[src/rtl/tseq_pkg.sv]
// Shared types and helpers for the sequential turn-signal controller.
// The state encoding is fixed so that lamp and busy decode logic can rely on it.
package tseq_pkg;

  // Widest lamp bank the thermometer helper can describe.
  localparam int unsigned MAXLAMP = 32;

  typedef enum logic [1:0] {
    IDLE  = 2'd0,
    LEFT  = 2'd1,
    RIGHT = 2'd2,
    HAZ   = 2'd3
  } tseq_state_t;

  // Thermometer mask: bit k is set iff k < step. Callers cast it down to their bank width.
  function automatic logic [MAXLAMP-1:0] thermo(input int unsigned step);
    logic [MAXLAMP-1:0] m;
    m = '0;
    for (int unsigned k = 0; k < MAXLAMP; k++) begin
      m[k] = (k < step);
    end
    return m;
  endfunction

endpackage

[src/rtl/tseq_prescaler.sv]
// Step-hold prescaler: counts clock cycles within one sweep step and pulses
// tick on the last cycle of each TICK_DIV-cycle hold. clr parks the counter at 0.
module tseq_prescaler #(
  parameter int TICK_DIV = 1,
  localparam int CW = $clog2(TICK_DIV + 1)
) (
  input  logic clk,
  input  logic reset,
  input  logic clr,
  output logic tick
);

  localparam logic [CW-1:0] LAST = CW'(TICK_DIV - 1);

  logic [CW-1:0] presc;

  assign tick = (presc == LAST);

  // Hold counter: cleared while the sequencer waits, wraps to 0 on each tick.
  always_ff @(posedge clk or posedge reset) begin
    if (reset) begin
      presc <= '0;
    end else if (clr || tick) begin
      presc <= '0;
    end else begin
      presc <= presc + 1'b1;
    end
  end

endmodule

[src/rtl/turn_signal_seq.sv]
// Sequential turn-signal / tail-light controller with NLAMP lamps per side.
// Optional brake input is enabled by defining TSEQ_BRAKE_EN; the default build
// has no brake port and no brake register.
module turn_signal_seq
  import tseq_pkg::*;
#(
  parameter int NLAMP    = 3,
  parameter int TICK_DIV = 1
) (
  input  logic             clk,
  input  logic             reset,
  input  logic             left,
  input  logic             right,
  input  logic             hazard,
`ifdef TSEQ_BRAKE_EN
  input  logic             brake,
`endif
  output logic [NLAMP-1:0] lamp_l,
  output logic [NLAMP-1:0] lamp_r,
  output logic             busy
);

  localparam int SW = $clog2(NLAMP + 1);
  localparam logic [SW-1:0] LAST_STEP = SW'(NLAMP);

  tseq_state_t   state, state_next;
  logic [SW-1:0] step, step_next;
  logic          tick;
  logic          clr;
  logic [NLAMP-1:0] mask;

  // Prescaler sits at 0 while idle so every sweep starts with a full hold.
  assign clr = (state == IDLE);

  tseq_prescaler #(.TICK_DIV(TICK_DIV)) u_presc (
    .clk   (clk),
    .reset (reset),
    .clr   (clr),
    .tick  (tick)
  );

  // State and step registers.
  always_ff @(posedge clk or posedge reset) begin
    if (reset) begin
      state <= IDLE;
      step  <= '0;
    end else begin
      state <= state_next;
      step  <= step_next;
    end
  end

`ifdef TSEQ_BRAKE_EN
  logic brake_q;

  // Registered brake request; lamps respond one cycle after the switch.
  always_ff @(posedge clk or posedge reset) begin
    if (reset) begin
      brake_q <= 1'b0;
    end else begin
      brake_q <= brake;
    end
  end
`endif

  // Next-state: requests are only accepted from IDLE; sweeps always run to completion.
  always_comb begin
    state_next = IDLE;
    step_next  = '0;
    case (state)
      IDLE: begin
        if (hazard || (left && right)) begin
          state_next = HAZ;
          step_next  = SW'(1);
        end else if (left) begin
          state_next = LEFT;
          step_next  = SW'(1);
        end else if (right) begin
          state_next = RIGHT;
          step_next  = SW'(1);
        end
      end
      LEFT, RIGHT, HAZ: begin
        state_next = state;
        step_next  = step;
        if (tick) begin
          if (step < LAST_STEP) begin
            step_next = step + 1'b1;
          end else begin
            state_next = IDLE;
            step_next  = '0;
          end
        end
      end
      default: begin
        state_next = IDLE;
        step_next  = '0;
      end
    endcase
  end

  // Moore lamp decode from registers only; brake fills any side not swept by LEFT/RIGHT.
  always_comb begin
    mask   = NLAMP'(thermo(32'(step)));
    lamp_l = '0;
    lamp_r = '0;
    busy   = 1'b0;
    case (state)
      LEFT: begin
        lamp_l = mask;
        busy   = 1'b1;
      end
      RIGHT: begin
        lamp_r = mask;
        busy   = 1'b1;
      end
      HAZ: begin
        lamp_l = mask;
        lamp_r = mask;
        busy   = 1'b1;
      end
      default: ;
    endcase
`ifdef TSEQ_BRAKE_EN
    if (brake_q) begin
      case (state)
        IDLE: begin
          lamp_l = '1;
          lamp_r = '1;
        end
        LEFT:    lamp_r = '1;
        RIGHT:   lamp_l = '1;
        default: ;
      endcase
    end
`endif
  end

endmodule

[config.mk]
export PLATFORM = sky130hd
export DESIGN_NAME = turn_signal_seq
export DESIGN_NICKNAME = d
export VERILOG_FILES = /design/src/rtl/tseq_pkg.sv /design/src/rtl/tseq_prescaler.sv /design/src/rtl/turn_signal_seq.sv
export SDC_FILE = /design/constraint.sdc
export NUM_CORES = 1
export LEC_CHECK = 0
export ABC_AREA = 1
export CELL_PAD_IN_SITES_DETAIL_PLACEMENT = 1
export CELL_PAD_IN_SITES_GLOBAL_PLACEMENT = 2
export CORE_ASPECT_RATIO = 1.2
export CORE_MARGIN = 2
export CORE_UTILIZATION = 22
export DETAILED_ROUTE_END_ITERATION = 6
export PLACE_DENSITY_LB_ADDON = 0.05
export SLEW_MARGIN = 10
export SYNTH_ARGS = -nofsm -noshare
export SYNTH_HDL_FRONTEND = slang
export SYNTH_HIERARCHICAL = 1
export SYNTH_SLANG_ARGS = --single-unit
[constraint.sdc]
create_clock -name clk -period 1.2 [get_ports clk]
set_input_delay 0.24 -clock clk [delete_from_list [all_inputs] [get_ports clk]]
set_output_delay 0.24 -clock clk [all_outputs]
set_load 0.01 [all_outputs]
## Yosys cells after proc, flatten, opt, wreduce, memory -nomap -nowiden

Index checks and enable logic that the tools add are counted.
W data, S select, Z words.

| operators by class | value |
|---|---|
| reductions and logical operators | 8 |
| mux-type cells | 16 |
| add/subtract/negate cells | 2 |
| $lt $le $gt $ge | 4 |
| bitwise operators | 1 |
| eq/ne operators | 5 |

Operator list:

| kind | count |
|---|---|
| $mux W2 | 7 |
| $pmux W2 S2 | 2 |
| $mux W3 | 2 |
| $mux W1 | 5 |
| $eq A2 B2 Y1 const B | 2 |
| $lt A1 B2 Y1 const A | 2 |
| $ne A2 B2 Y1 const B | 2 |
| $reduce_or A2 Y1 | 2 |
| $reduce_or A3 Y1 | 1 |
| $add A2 B1 Y2 const B | 1 |
| $eq A2 B1 Y1 const B | 1 |
| $logic_not A2 Y1 | 1 |
| $logic_or A1 B1 Y1 | 2 |
| $lt A2 B2 Y1 const A | 1 |
| $lt A2 B2 Y1 const B | 1 |
| $reduce_and A2 Y1 | 1 |
| $add A1 B1 Y1 const B | 1 |
| $logic_and A1 B1 Y1 | 1 |
| $not A1 Y1 | 1 |

| word-level totals | value |
|---|---|
| register bits | 5 |
| output and inout port bits | 7 |
| word-level logic and storage cells | 39 |

## Longest topological paths before layout

| depth | value |
|---|---|
| depth in word-level cells | 4 |
| mapped depth | 7 |
| gate-level depth less buffers | 7 |

## By module

The synthesis kept the hierarchy.

Modules (own cells, without submodules):

| module | instances | area each (um2) | cells an instance |
|---|---|---|---|
| turn_signal_seq | 1 | 326.6 | 44 |
| tseq_prescaler | 1 | 36.3 | 4 |

## Least setup slack after synthesis

Ideal clock, no wire load.

| timing | value |
|---|---|
| path type | register -> output |
| from | reg step[0] |
| to | out lamp_l[0] |
| path buffers | 0 |
| data arrival time | 804 ps |
| required time | 960 ps |
| cell stages (with the launch flop) | 4 |
| slack | 156 ps |
| cell sequence | dfrtp_1 -> inv_1 -> ha_1 -> nor2_1 |

| between the ends | value |
|---|---|
| longest elaborated chain between the ends | 2 |

Ends and longest elaborated chain:

| what | RTL line | RTL |
|---|---|---|
| start: declaration | turn_signal_seq.sv:27 | `logic [SW-1:0] step, step_next;` |
| start signal: assignment | turn_signal_seq.sv:49 | `step <= step_next;` |
| $lt A1 B2 Y1 | tseq_pkg.sv:20 | `m[k] = (k < step);` |
| $mux W3 | turn_signal_seq.sv:108 | `case (state)` |
| end: declaration | turn_signal_seq.sv:18 | `output logic [NLAMP-1:0] lamp_l,` |

No other way between the ends.

## Worst setup path in the final report

Same ends and word-level chain as after synthesis.

==> results by group <==
Worst setup path
  • Worst setup EP type: output port
  • CP max stage cell: dfrtp_1
  • CP arrival: 1.14 ns
  • Worst Path Required: 0.96 ns
  • Max incr delay on CP: 0.35 ns
  • Max FO, Critical Path: 3
  • CP Cell Sequence: buf_4, inv_2, ha_4, nor2_1, buf_2
  • CP Launch Type: register
  • Critical path type: register to output port

Logic synthesis
  • Synth top area share: 34.5%
  • Post-Syn Instances: 48
  • Yosys cell types: 15
  • Mapped Area: 363 um2
  • Ranking of synthesized cells by area: dfrtp_1 34%, inv_1 14%, ha_1 10%, nand2_1 8.3%, nand2_8 5.5%
  • YS warnings: 6
  • Largest area contributor in the netlist: dfrtp_1
  • Register area share after synthesis: 34.5%
  • Syn Area/Cell: 7.56 um2
  • #FFs+latches synth: 5
  • Syn Nets: 56

STA
  • Worst Skew: 0.00513 ns
  • Final Max Slew Viols: 0
  • Min Clock Period, post-route: 1.38 ns
  • Final setup margin: -0.185 ns
  • # setup viols final: 6
  • Period utilization: 115%
  • Fin. Hold Viols: 0
  • RSZ-0062 raised after global routing: yes
  • Final TNS setup: -0.759 ns
  • F_max: 0.722 GHz

Global routing
  • GRT Overall Usage: 13.0%
  • Largest net degree at the start of global routing: 7
  • Congestion Overflow GR: 0
  • Global-route wire length before repair: 1720 um
  • Initial antenna violation count: 0
  • Vias in the first global route: 448

Run status
  • Status: finished, violations left
  • Failing checks: setup timing

Layout
  • Area grow syn2layout: 90.7%
  • Most frequent cells in the layout: 13 x buf_4, 9 x inv_1, 7 x buf_6
  • Ant diodes: 0
  • Fin util: 43.8%
  • Layout Nets: 88
  • Commonest non-fill, non-tap cell in the layout: buf_4
  • Fillers: 209
  • Final instance area: 692 um2
  • Share of cells above drive strength 1: 58.2%

CTS
  • CTS Hold Bufs: 0
  • Clock Path Buffers: 2
  • Clock sinks: 5
  • Total CTS buffers: 3
  • TritonCTS clock tree: done
  • Worst skew pair latency: 0.24 ns
  • CTS HTree Levels: 1
  • Reg clk slew, reported paths: 0.04 ns
  • CTS Root Cell: clkbuf_4

Routing
  • Starting DRT DRC Count: 3
  • Remaining antenna violation count: 0
  • Final WL: 971 um
  • Vias: 384
  • DRC viols: 0
  • Vias per Instance: 3.96
  • WL/cell: 10.0 um
  • 1st-pass router iterations: 2

Power
  • Pleak: 0.380 nW
  • Largest vdd supply drop: 0.729 mV
  • Clock power share: 10.9%
  • Sequential Power Share: 17.5%
  • Net Sw Power: 0.698 mW
  • Logic pwr share: 71.5%
  • Internal: 1.04 mW
  • Pwr dens: 2510 nW/um2
  • Switching Fraction: 40.3%
  • Tot Pwr: 1.73 mW

Floorplanning
  • Die width: 41.1 um
  • I/O pin count: 12
  • Die Span Y: 48.5 um
  • Die area: 1990 um2
  • Initial core utilization: 22.9%
  • FP Rows: 16
  • Core area: 1580 um2

Placement
  • Placer congestion estimate: 0.706
  • Dpl cell area: 548 um2
  • Port bufs: 11
  • HPWL after DPL: 717 um
  • Setup WS pre-CTS: -0.345 ns

Hold path
  • HP Class: input pin to async pin

Flow run
  • Max capacitance violation total: 0
[path summary, 6_finish.rpt]
check / from / endpoint / depth (start not counted) / slack (ns)
hold / removal: reset / u_presc/presc / 2 / 0.16
max in group asynchronous: reset / state[0] / 2 / 0.83
setup / recovery: step[0] / lamp_l[0] / 5 / -0.18
hold reg to reg: u_presc/presc / step[1] / 3 / 0.54
min in group clk: u_presc/presc / step[1] / 3 / 0.54
setup reg to reg: step[1] / state[0] / 6 / 0.03
[critical path: cells and delay by family, from the launching register on]
kind / cells / cell delay (ns)
adder cells (fa/ha/maj): 1 / 0.15
flip-flops: 1 / 0.35
AND/OR/NAND/NOR: 1 / 0.08
buffers and inverters: 3 / 0.32
[synth_stat cells (all sizes together)]
master  number
o21ai        6
nand3        4
dfrtp        5
inv         17
ha           3
nor2         2
conb         1
nand2       10
[what timing repair did]
item	4_1_cts	5_1_grt
endpoints found under the setup margin	7	8
pin swaps	3	4
gates cloned	0	0
setup buffers	8	2
resized for setup	37	16
[stage by stage]
step	cells	hold slack, ns
6_report	97	0.163
5_1_grt	97	0.178
4_1_cts	96	0.153
3_5_place_dp	84	0.420
3_3_place_gp	84	0.416
2_1_floorplan	48	-0.0313
[area by class of cell]
type / instances / area, um2 / share of cell area [%]
repair buffers: 27 / 231 / 33.5
multi-input cells: 26 / 215 / 31.1
flip-flops and latches: 5 / 125 / 18.1
inverters: 17 / 71.3 / 10.3
clock buffers: 4 / 26.3 / 3.80
well taps: 18 / 22.5 / 3.25
[layer usage]
layer	vias to the layer above	global-route usage [%]	routed length [um]
li1	198	-	-
met1	179	11.5	347
met2	5	23.2	584
met3	2	2.75	24
met4	0	8.33	14
met5	-	0	0
[logic make-up after synthesis]
logic type	after synthesis	synth area share [%]
adder cells (fa/ha/maj)	3	10.3
other	1	1.03
buffers and inverters	17	18.3
AND/OR/NAND/NOR	16	26.6
AO/OA/AOI/OAI	6	9.31
flip-flops	5	34.5
[power by group through the flow]
stage	sequential [mW]	combinational [mW]	clock (mW)
floorplan	0.295	0.448	0
global placement	0.314	0.903	0
detailed placement	0.316	0.888	0
CTS	0.303	1.08	0.206
global route	0.312	1.38	0.211
finish	0.304	1.24	0.189
[flip-flops by register name, indices dropped and copies added, names as in the netlist]
| signal | cells |
|---|---|
| state | 2 |
| step | 2 |
| u_presc/presc | 1 |
Power figures use the tool's default switching activity.
